==> src/rtl/dmi_stage_fifo.sv <==
// Staging FIFO for DMI responses: circular buffer with optional empty-buffer bypass.
// Flow control is valid/ready on both sides; occupancy flags come from registered state only.
module dmi_stage_fifo #(
  parameter int unsigned DATA_W       = 34,
  parameter int unsigned DEPTH        = 2,
  parameter bit          FALL_THROUGH = 1'b0,
  parameter int unsigned CNT_W        = $clog2(DEPTH + 1)
) (
  input  logic              tck_i,
  input  logic              trst_i,
  input  logic              flush_i,
  input  logic [DATA_W-1:0] in_data_i,
  input  logic              in_valid_i,
  output logic              in_ready_o,
  output logic [DATA_W-1:0] out_data_o,
  output logic              out_valid_o,
  input  logic              out_ready_i,
  output logic [CNT_W-1:0]  count_o,
  output logic              full_o,
  output logic              empty_o
);

  localparam int unsigned PTR_W = (DEPTH > 1) ? $clog2(DEPTH) : 1;
  localparam logic [PTR_W-1:0] LastPtr = PTR_W'(DEPTH - 1);
  localparam logic [CNT_W-1:0] FullCnt = CNT_W'(DEPTH);

  logic [DATA_W-1:0] mem_q [DEPTH];
  logic [PTR_W-1:0]  rd_ptr_q, rd_ptr_d;
  logic [PTR_W-1:0]  wr_ptr_q, wr_ptr_d;
  logic [CNT_W-1:0]  count_q, count_d;

  logic bypass;
  logic push, pop;
  logic do_write, do_read;

  // Pointers wrap explicitly so non-power-of-two depths keep order.
  function automatic logic [PTR_W-1:0] next_ptr(input logic [PTR_W-1:0] ptr);
    return (ptr == LastPtr) ? '0 : ptr + 1'b1;
  endfunction

  // Handshake decode and output muxing; bypass only while the buffer is empty.
  always_comb begin
    full_o     = (count_q == FullCnt);
    empty_o    = (count_q == '0);
    count_o    = count_q;
    bypass     = FALL_THROUGH && empty_o;
    in_ready_o = !flush_i && (!full_o || out_ready_i);
    if (bypass) begin
      out_valid_o = in_valid_i && !flush_i;
      out_data_o  = in_data_i;
    end else begin
      out_valid_o = !empty_o && !flush_i;
      out_data_o  = mem_q[rd_ptr_q];
    end
    push     = in_valid_i && in_ready_o;
    pop      = out_valid_o && out_ready_i;
    // A bypassed word that is consumed at once never touches storage.
    do_write = push && !(bypass && pop);
    do_read  = pop && !bypass;
  end

  // Next-state for pointers and occupancy; flush overrides everything.
  always_comb begin
    rd_ptr_d = rd_ptr_q;
    wr_ptr_d = wr_ptr_q;
    count_d  = count_q;
    if (flush_i) begin
      rd_ptr_d = '0;
      wr_ptr_d = '0;
      count_d  = '0;
    end else begin
      if (do_write) wr_ptr_d = next_ptr(wr_ptr_q);
      if (do_read)  rd_ptr_d = next_ptr(rd_ptr_q);
      if (do_write && !do_read) begin
        count_d = count_q + 1'b1;
      end else if (do_read && !do_write) begin
        count_d = count_q - 1'b1;
      end
    end
  end

  // Pointer and occupancy registers.
  always_ff @(posedge tck_i or posedge trst_i) begin
    if (trst_i) begin
      rd_ptr_q <= '0;
      wr_ptr_q <= '0;
      count_q  <= '0;
    end else begin
      rd_ptr_q <= rd_ptr_d;
      wr_ptr_q <= wr_ptr_d;
      count_q  <= count_d;
    end
  end

  // Storage array, cleared on reset so the output reads zero afterwards.
  always_ff @(posedge tck_i or posedge trst_i) begin
    if (trst_i) begin
      for (int i = 0; i < int'(DEPTH); i++) begin
        mem_q[i] <= '0;
      end
    end else if (do_write) begin
      mem_q[wr_ptr_q] <= in_data_i;
    end
  end

endmodule

==> config.mk <==
export PLATFORM = sky130hd
export DESIGN_NAME = dmi_stage_fifo
export DESIGN_NICKNAME = d
export VERILOG_FILES = /design/src/rtl/dmi_stage_fifo.sv
export SDC_FILE = /design/constraint.sdc
export NUM_CORES = 1
export LEC_CHECK = 0
export CORE_ASPECT_RATIO = 1.5
export CORE_MARGIN = 2
export CORE_UTILIZATION = 50
export CTS_CLUSTER_DIAMETER = 100
export DETAILED_ROUTE_END_ITERATION = 7
export DONT_BUFFER_PORTS = 1
export PLACE_DENSITY = 0.68
export SETUP_SLACK_MARGIN = 0.02
export SLEW_MARGIN = 20
export SYNTH_ARGS = -nofsm -noshare
export SYNTH_HDL_FRONTEND = slang
export SYNTH_SLANG_ARGS = --single-unit
==> constraint.sdc <==
create_clock -name tck_i -period 1.91 [get_ports tck_i]
set_input_delay 0.0955 -clock tck_i [delete_from_list [all_inputs] [get_ports tck_i]]
set_output_delay 0.0955 -clock tck_i [all_outputs]
set_load 0.02 [all_outputs]
==> results of run 1 <==
==> worst max path at each step <==
stage	cells after the start	startpoint	slack, ns	to
2_1_floorplan	6	count_o[1]$_DFFE_PP0P_	-0.02	mem_q[34]$_DFFE_PP0P_
3_3_place_gp	4	count_o[1]$_DFFE_PP0P_	0.02	mem_q[62]$_DFFE_PP0P_
3_5_place_dp	4	count_o[1]$_DFFE_PP0P_	-0.02	mem_q[59]$_DFFE_PP0P_
4_1_cts	4	count_o[1]$_DFFE_PP0P_	0.21	mem_q[59]$_DFFE_PP0P_
5_1_grt	5	count_o[1]$_DFFE_PP0P_	0.14	mem_q[6]$_DFFE_PP0P_
6_report	4	count_o[1]$_DFFE_PP0P_	0.21	mem_q[37]$_DFFE_PP0P_
==> cell type report <==
cell class | instances | area [um2]
fillers | 507 | 2390
flip-flops and latches | 72 | 1800
multi-input cells | 127 | 1430
repair buffers | 48 | 485
clock buffers | 10 | 138
clock inverters | 5 | 129
well taps | 76 | 95.1
inverters | 1 | 7.51
==> routing by layer <==
metal  track usage  part of all wire
met5             0                 0
met4        0.0849             0.017
met3        0.0368             0.039
met2         0.316              0.54
met1         0.224              0.40
==> layout by cell type (no fill, tap or decap), types with 2 or more instances in the layout <==
master and instances:
buf_4 8, mux2_2 73, dlygate4sd3_1 37, nand2b_1 2, xor2_1 2, and2b_2 2
a21oi_1 3, bufinv_16 4, mux2_4 29, nor2_1 5, buf_12 2, dfrtp_1 71
o21ai_0 2, clkbuf_8 10, nand2_1 2
==> power by group through the flow <==
stage	registers, uW	clock network [uW]	logic, uW
finish	2080	1580	1180
global route	2130	1680	1250
floorplan	2040	0	997
CTS	2080	1610	1200
global placement	2070	0	1080
detailed placement	2100	0	1120
==> Yosys cell counts (all sizes together) <==
| cell type | count | area share |
|---|---|---|
| a21oi | 3 | 0.0045 |
| nor2 | 5 | 0.0056 |
| inv | 1 | 0.0011 |
| mux2 | 102 | 0.38 |
| xor2 | 2 | 0.0052 |
| o21ai | 2 | 0.0030 |
| or4b | 1 | 0.0030 |
| nor3 | 2 | 0.0045 |
| and2b | 2 | 0.0052 |
| nand2 | 2 | 0.0022 |
| dfrtp | 72 | 0.54 |
| nand2b | 2 | 0.0037 |
| buf | 12 | 0.034 |
| mux2i | 1 | 0.0030 |
| nor2b | 1 | 0.0019 |
| clkbuf | 1 | 0.0011 |
| nor3b | 1 | 0.0056 |
| o21a | 1 | 0.0022 |
==> state kept, by name, summed over array words and instances, names as in the netlist <==
name,count
mem_q,68
count_o,2
rd_ptr_q,1
wr_ptr_q,1
==> worst min-delay path, cell delays in order <==
cell and delay [ns]:
nor2b_1 0.03, mux2i_1 0.14, nor3_1 0.06
==> per-stage QoR <==
stage | power [uW] | worst slack (ns)
2_1_floorplan | 3040 | -0.0225
3_3_place_gp | 3150 | 0.0206
3_5_place_dp | 3220 | -0.0176
4_1_cts | 4890 | 0.206
5_1_grt | 5060 | 0.145
6_report | 4850 | 0.209
==> kinds of logic after synthesis <==
| family | after synthesis |
|---|---|
| buf+inv | 14 |
| flops | 72 |
| simple gates | 16 |
| mux | 103 |
| xor+xnor | 2 |
| compound gates | 6 |
==> what timing repair did <==
item,CTS,global route
hold buffers,37,0
hold endpoints to repair,94,0
resized for setup,3,0
setup endpoints to repair,14,0
==> metrics.md, run 1 <==
| Metric | Value |
|---|---|
| Critical-path cell list | `nor3b_4 > or4b_4 > buf_12 > mux2_4` |
| Clock Skews | `0.00944 ns` |
| Seq pwr share | `0.429` |
| CTS tree | `built` |
| DR pass1 iterations | `4` |
| Fin nets | `298` |
| Layout cell share with drive strength beyond 1 | `0.513` |
| Postcts setup bufs | `0` |
| Flop2flop setup slack | `about 0.21 ns` |
| Clock tree sinks | `72` |
| Hold crit path type | `in -> reg` |
| Top Family by Delay on Critical Path | `simple AND/OR/NAND/NOR gates` |
| Measured slew at the worst slew-check pin | `~0.54 ns` |
| DRC viols | `0` |
| Dpl hpwl | `~4200 um` |
| Switching part of the total power | `0.271` |
| Routed len/inst | `around 19 um` |
| Post-route ant nets | `0` |
| Yosys Warn Count | `0` |
| Combinational fraction of design power | `0.244` |
| CP Class | `reg -> reg` |
| Grt ovf | `0` |
| Vias | `1906` |
| Fin Setup TNS | `0 ns` |
| Drt initial violations | `66` |
| Cell-internal power | `3530 uW` |
| Clk Latency, worst-skew pair | `0.33 ns` |
| Buf+Inv Stages, Crit Path | `1` |
| Hold Path End | `count_o[1]$_DFFE_PP0P_` |
| Clk pwr share | `0.327` |
| WHS Path Cells | `3` |
| Crit path arrival time | `1.92 ns` |
| Xor and xnor area share after synthesis | `0.00523` |
| Switch Pwr | `1310 uW` |
| Post-synthesis mux area share | `0.379` |
| Max Fclk | `588 MHz` |
| Antenna Cells | `0` |
| Simple-Gate Fraction of Synth Area | `0.0318` |
| Final setup violation count | `0` |
| Vias per Instance | `5.62` |
| Mapped Cells | `about 210` |
| IO buf count | `0` |
| Post-synth net total | `252` |
| Reg-to-reg startpoint | `count_o[1]$_DFFE_PP0P_` |
| Synthesized area per cell | `15.7 um2` |
| Seq/Total Area, Yosys | `0.538` |
| Yosys reg bits | `72` |
| Status | `finished clean` |
| Design area | `around 4100 um2` |
| Vias in the first global route | `2114` |
| Clk slew on worst S/H paths | `roughly 0.080 ns` |
| Critical Path RT | `2.13 ns` |
| Placed inst area | `3440 um2` |
| Setup crit start kind | `flip-flop` |
| Unrepaired setup endpoints after global routing | `false` |
| Tot GR Track Use | `0.186` |
| Final min period | `1.70 ns` |
| Antenna violations before repair | `0` |
| Slowest cell on crit path | `or4b_4` |
| GP Congestion | `0.660` |
| Final worst-path cycle share | `0.891` |
| Non-filler instance count after layout | `339` |
| Max-cap violations | `0` |
| Max-slew violations | `0` |
| Area Overhead vs Synth | `22.2%` |
| Mapped Area | `3350 um2` |
| WL final | `~6500 um` |
| Worst Hold Launch | `out_ready_i` |
| Number of placement rows | `36` |
| Max-slew headroom at the worst pin | `0.642` |
| Synth Area in Compound Gates | `0.00972` |
| Die Width | `roughly 71 um` |
| P_leak | `0.00182 uW` |
| Pin count of the biggest net entering global routing | `51` |
| CTS H-tree lvls | `3` |
| R2R Path End | `mem_q[37]$_DFFE_PP0P_` |
| PD cells | `approximately 1200 nW/um2` |
| Clock buffer depth | `2` |
| Clock root buffer | `clkbuf_8` |
| DP Cell Count | `287` |
| Die area | `approximately 7400 um2` |
| Inserted Clock Buffers | `9` |
| Count of cell types in the netlist | `23` |
| Crit Path Max Fanout | `20` |
| Peak supply drop | `0.858 mV` |
| Post-synthesis adder-cell area fraction | `0` |
| Die height | `104 um` |
| Fin. Hold Viols | `0` |
| Finished Core Util | `0.631` |
| Worst R2R Path Depth | `4` |
| Ports | `~80` |
| Initial Utilization | `0.516` |
| Placeable Area | `6490 um2` |
| CP endpoint kind | `flip-flop` |
| Worst path max stage delay | `roughly 0.52 ns` |
| Largest family of logic cells by synthesized area | `multiplexers` |
| First-pass GRT wire length | `10700 um` |
| Final hold slack | `0.0331 ns` |
Note: power is estimated with default switching activity, not from simulation.
==> run 2: changes to the inputs <==
==> constraint.sdc (replaced) <==
create_clock -name tck_i -period 1.4 [get_ports tck_i]
set_input_delay 0.07 -clock tck_i [delete_from_list [all_inputs] [get_ports tck_i]]
set_output_delay 0.07 -clock tck_i [all_outputs]
set_load 0.02 [all_outputs]
==> metrics.md, run 2 (synthesis results as in run 1) <==
| Metric | Value |
|---|---|
| Status | `finished, violations left` |
| Violated checks | `negative setup slack` |
| Vias per Instance | `5.45` |
| Pin count of the biggest net entering global routing | `73` |
| P_leak | `roughly 0.0021 uW` |
| Flop2flop setup slack | `-0.31 ns` |
| Max-cap violations | `0` |
| CP Depth | `4` |
| Setup crit start kind | `flip-flop` |
| Unrepaired setup endpoints after global routing | `true` |
| Initial Utilization | `0.516` |
| CP endpoint kind | `flip-flop` |
| Vias in the first global route | `2291` |
| Antenna violations before repair | `0` |
| Area Overhead vs Synth | `36.9%` |
| Post-route setup slack | `-0.307 ns` |
| Final setup violation count | `105` |
| Hold crit path type | `in -> reg` |
| Grt ovf | `0` |
| Inserted Clock Buffers | `9` |
| Top Family by Delay on Critical Path | `simple AND/OR/NAND/NOR gates` |
| Tot GR Track Use | `0.213` |
| Clk Latency, worst-skew pair | `0.33 ns` |
| Peak supply drop | `0.758 mV` |
| Fin. Hold Viols | `0` |
| Measured slew at the worst slew-check pin | `0.403 ns` |
| Crit path arrival time | `1.93 ns` |
| Clock root buffer | `clkbuf_8` |
| CP startpoint | `count_o[1]$_DFFE_PP0P_` |
| Buf+Inv Stages, Crit Path | `1` |
| GP Congestion | `between 0.7 and 0.8` |
| Max-slew headroom at the worst pin | `0.731` |
| Final worst-path cycle share | `1.22` |
| Critical Path RT | `1.62 ns` |
| Max-slew violations | `0` |
| CTS H-tree lvls | `3` |
| Drt initial violations | `just under 80` |
| Ports | `79` |
| Clock tree sinks | `72` |
| Die area | `~7400 um2` |
| Crit Path Max Fanout | `20` |
| Routed len/inst | `21.1 um` |
| CP Class | `reg -> reg` |
| Clock Skews | `0.00659 ns` |
| Critical-path cell list | `nor3b_4 > or4b_4 > buf_12 > mux2_4` |
| Number of placement rows | `36` |
| Layout cell share with drive strength beyond 1 | `0.561` |
| Post-route ant nets | `0` |
| Max Fclk | `586 MHz` |
| Fin nets | `319` |
| Commonest non-fill, non-tap cell in the layout | `mux2_4` |
| Placeable Area | `about 6500 um2` |
| Finished Core Util | `0.706` |
| WL final | `between 7000 and 8000 um` |
| Vias | `between 1500 and 2000` |
| CTS tree | `built` |
| Worst Setup EP | `mem_q[64]$_DFFE_PP0P_` |
| Antenna Cells | `0` |
| First-pass GRT wire length | `12000 um` |
| Most frequent cells in the layout | `mux2_4 (75), dfrtp_1 (70), dlygate4sd3_1 (39)` |
| Final hold slack | `about 0.016 ns` |
| Worst path max stage delay | `0.53 ns` |
| Worst R2R Path Depth | `4` |
| Design Power | `6370 uW` |
| Clk slew on worst S/H paths | `0.08 ns` |
| IO buf count | `0` |
| Die Width | `70.8 um` |
| Final min period | `1.71 ns` |
| Max reg flops | `68` |
| PD cells | `1390 nW/um2` |
| DRC viols | `0` |
| Dpl hpwl | `4130 um` |
| Die height | `104 um` |
| DR pass1 iterations | `4` |
| R2R Path End | `mem_q[64]$_DFFE_PP0P_` |
| Slowest cell on crit path | `or4b_4` |
| Fin Setup TNS | `-21.26 ns` |
| Clock buffer depth | `2` |
| Most flops, register | `mem_q` |
| Reg-to-reg startpoint | `count_o[1]$_DFFE_PP0P_` |
-- run 2: changes by cell type in the layout (fill, tap and decap cells not counted), sizes merged --
cell	delta
buf	+18
bufinv	-4
clkinvlp	+3
dlygate4sd3	+2
clkbuf	+1
clkinv	+1
inv	+1
-- run 2: layout make-up --
cell class / instances / area (um2)
Inverter: 1 / 7.51
Fill cell: 430 / 1910
Clock inverter: 6 / 45.0
Timing Repair Buffer: 69 / 875
Clock buffer: 10 / 128
Multi-Input combinational cell: 127 / 1630
Sequential cell: 72 / 1800
Tap cell: 76 / 95.1
-- run 2: worst register-to-register path, delay by kind of cell, from the launching register on --
| kind | cells | cell delay, ns |
|---|---|---|
| muxes | 1 | 0.32 |
| buffers and inverters | 1 | 0.19 |
| DFF | 1 | 0.40 |
| and+or+nand+nor | 2 | 0.68 |
-- run 2: layer usage --
metal | share of wire | global-route usage | wire [um] | vias to the layer above
met1 | 0.38 | 0.236 | 2890 | 1020
met2 | 0.57 | 0.392 | 4360 | 51
met5 | 0 | 0 | 0 | -
met4 | 0.012 | 0.0728 | 88 | 0
met3 | 0.036 | 0.0484 | 276 | 8
li1 | - | - | - | 889
-- run 2: repair_timing --
item	CTS	global route
setup endpoints to repair	105	104
hold buffers	37	2
pin swaps	0	4
resized for setup	52	35
setup buffers	11	3
hold endpoints to repair	144	3
cloned	7	1
-- run 2: stage by stage --
step	instance area, um2	std cells	setup slack [ns]
detailed placement	3500	289	-0.504
finish	4580	361	-0.307
global route	4580	361	-0.351
global placement	3500	289	-0.472
floorplan	3360	213	-0.532
CTS	4490	359	-0.306
-- run 2: worst min-delay path by stage --
stage,start,to,slack (ns),depth (start not counted)
6_report,out_ready_i,count_o[1]$_DFFE_PP0P_,0.02,3
5_1_grt,out_ready_i,count_o[1]$_DFFE_PP0P_,0.03,3
4_1_cts,flush_i,rd_ptr_q$_DFFE_PP0P_,-0.23,1
3_5_place_dp,trst_i,mem_q[3]$_DFFE_PP0P_,0.08,2
3_3_place_gp,trst_i,mem_q[30]$_DFFE_PP0P_,0.07,2
2_1_floorplan,in_data_i[0],mem_q[34]$_DFFE_PP0P_,0.22,1
-- run 2: power by group --
part           leakage [uW]  switching, uW  internal [uW]  total (uW)
Sequential         0.000858            296           2580        2870
Combinational       0.00115            866           1200        2060
Clock             0.0000789            785            649        1430
Total               0.00209           1950           4420        6370
==> run 3: changes to the inputs <==
--- a/config.mk
+++ b/config.mk
@@ -8,10 +8,11 @@
 export CORE_ASPECT_RATIO = 1.5
 export CORE_MARGIN = 2
 export CORE_UTILIZATION = 50
+export CTS_BUF_LIST = sky130_fd_sc_hd__clkbuf_2
 export CTS_CLUSTER_DIAMETER = 100
 export DETAILED_ROUTE_END_ITERATION = 7
 export DONT_BUFFER_PORTS = 1
-export PLACE_DENSITY = 0.68
+export PLACE_DENSITY_LB_ADDON = 0.3
 export SETUP_SLACK_MARGIN = 0.02
 export SLEW_MARGIN = 20
 export SYNTH_ARGS = -nofsm -noshare
==> metrics.md, run 3 (synthesis results as in run 1) <==
| Metric | Value |
|---|---|
| Clock Skews | `0.0135 ns` |
| Fill cells | `460` |
| Crit path arrival time | `2.11 ns` |
| DR pass1 iterations | `4` |
| Routed len/inst | `approximately 20 um` |
| Max-slew headroom at the worst pin | `0.566` |
| Placeable Area | `~6500 um2` |
| Reg-to-reg startpoint | `count_o[1]$_DFFE_PP0P_` |
| Top sig layer | `met4` |
| WHS Path Cells | `4` |
| P_leak | `0.00202 uW` |
| Final min period | `1.71 ns` |
| Grt ovf | `0` |
| CTS H-tree lvls | `3` |
| Max-slew violations | `0` |
| Die Width | `70.8 um` |
| First-pass GRT wire length | `11300 um` |
| GP Congestion | `0.716` |
| Vias | `1948` |
| Max Fclk | `584 MHz` |
| Antenna violations before repair | `0` |
| Number of placement rows | `36` |
| Max reg flops | `68` |
| Pin count of the biggest net entering global routing | `29` |
| CP startpoint | `count_o[1]$_DFFE_PP0P_` |
| Tot GR Track Use | `0.201` |
| WL final | `7090 um` |
| Dpl hpwl | `between 4000 and 5000 um` |
| Antenna Cells | `0` |
| Critical Path RT | `about 1.8 ns` |
| Inserted Clock Buffers | `9` |
| WL met2 | `about 3900 um` |
| Placed inst area | `3490 um2` |
| Most flops, register | `mem_q` |
| Area Overhead vs Synth | `30.8%` |
| CP endpoint kind | `flip-flop` |
| Drt initial violations | `62` |
| Die area | `7380 um2` |
| Met1 wire length | `2800 um` |
| Peak supply drop | `0.785 mV` |
| R2R Path End | `mem_q[61]$_DFFE_PP0P_` |
| CP Class | `reg -> reg` |
| Measured slew at the worst slew-check pin | `0.649 ns` |
| Final setup violation count | `107` |
| Setup crit start kind | `flip-flop` |
| Crit Path Max Fanout | `12` |
| Max-cap violations | `0` |
| Vias per Instance | `about 5.5` |
| Design area | `4380 um2` |
| Clk Latency, worst-skew pair | `0.48 ns` |
| Worst R2R Path Depth | `4` |
| Clock buffer depth | `2` |
| Final worst-path cycle share | `1.22` |
| Status | `finished, violations left` |
| Fin nets | `317` |
| CTS tree | `built` |
| Post-route setup slack | `-0.313 ns` |
| Hold crit path type | `in -> reg` |
| DR WL met3 | `290 um` |
| Worst Setup EP | `mem_q[61]$_DFFE_PP0P_` |
| Initial Utilization | `0.516` |
| Ports | `79` |
| Final hold slack | `0.102 ns` |
| Clock root buffer | `clkbuf_2` |
| Post-route ant nets | `0` |
| DRC viols | `0` |
| Clk slew on worst S/H paths | `0.18 ns` |
| Vias in the first global route | `around 2200` |
| PD cells | `1340 nW/um2` |
| Violated checks | `negative setup slack` |
| Commonest non-fill, non-tap cell in the layout | `dfrtp_1` |
| Layout cell share with drive strength beyond 1 | `0.537` |
| Fin. Hold Viols | `0` |
| Flop2flop setup slack | `-0.31 ns` |
| Unrepaired setup endpoints after global routing | `true` |
| IO buf count | `0` |
| Clock tree sinks | `slightly above 70` |
| Most frequent cells in the layout | `dfrtp_1 (70), mux2_4 (66), dlygate4sd3_1 (41)` |
| Die height | `104 um` |
## run 3: cell types whose count changed in the layout (fill, tap and decap cells not counted), moves of 2 or more
| cell | change |
|---|---|
| buf_12 | -4 |
| mux2_2 | +9 |
| dlygate4sd3_1 | +2 |
| o21ai_2 | -2 |
| clkbuf_2 | +10 |
| clkbuf_8 | -9 |
| mux2_4 | -9 |
| clkinvlp_4 | -3 |
## run 3: worst max-delay path: stages (launching register included)
cell,delay (ns)
dfrtp_2,0.44
nor3b_4,0.15
or4b_4,0.54
buf_8,0.19
mux2_4,0.30
## run 3: cell type report
cell class	instances	area (um2)	area share
sequential	72	1800	0.412
multi-input combinational	127	1580	0.362
timing repair buffer	67	791	0.181
tap	76	95.1	0.0217
clock buffer	10	50.0	0.0114
clock inverter	4	47.5	0.0109
inverter	1	7.51	0.00171
## run 3: worst min-delay path by stage
stage | startpoint | slack [ns] | end
global placement | trst_i | 0.05 | mem_q[34]$_DFFE_PP0P_
global route | in_valid_i | 0.06 | mem_q[5]$_DFFE_PP0P_
detailed placement | trst_i | 0.05 | mem_q[34]$_DFFE_PP0P_
floorplan | in_data_i[0] | 0.22 | mem_q[34]$_DFFE_PP0P_
finish | in_valid_i | 0.10 | mem_q[13]$_DFFE_PP0P_
CTS | in_valid_i | 0.05 | wr_ptr_q$_DFFE_PP0P_
## run 3: repair_timing
action,in CTS,in global routing
setup endpoints to repair,107,107
hold buffers,41,0
pin swaps,0,1
resized for setup,54,11
endpoints found under the hold margin,144,0
gates cloned,4,1
setup buffers,7,0
## run 3: where the power goes
group / internal, uW / switching, uW
sequential: 2570 / 282
combinational: 1110 / 828
clock: 396 / 686
## run 3: per-layer routing
metal / vias to the layer above / track usage
li1: 884 / -
met1: 1005 / 0.240
met2: 49 / 0.345
met3: 10 / 0.0455
met4: 0 / 0.0809
met5: - / 0
## run 3: through the flow
step / std cells / total power (uW) / setup WS [ns] / setup TNS [ns] / utilization
6_report: 357 / 5880 / -0.313 / -25.18 / 0.675
2_1_floorplan: 213 / 4140 / -0.532 / -30.34 / -
3_3_place_gp: 292 / 4340 / -0.442 / -21.42 / 0.539
4_1_cts: 357 / 5880 / -0.311 / -28.49 / 0.666
3_5_place_dp: 292 / 4390 / -0.471 / -22.32 / 0.539
5_1_grt: 357 / 6170 / -0.342 / -30.44 / 0.675
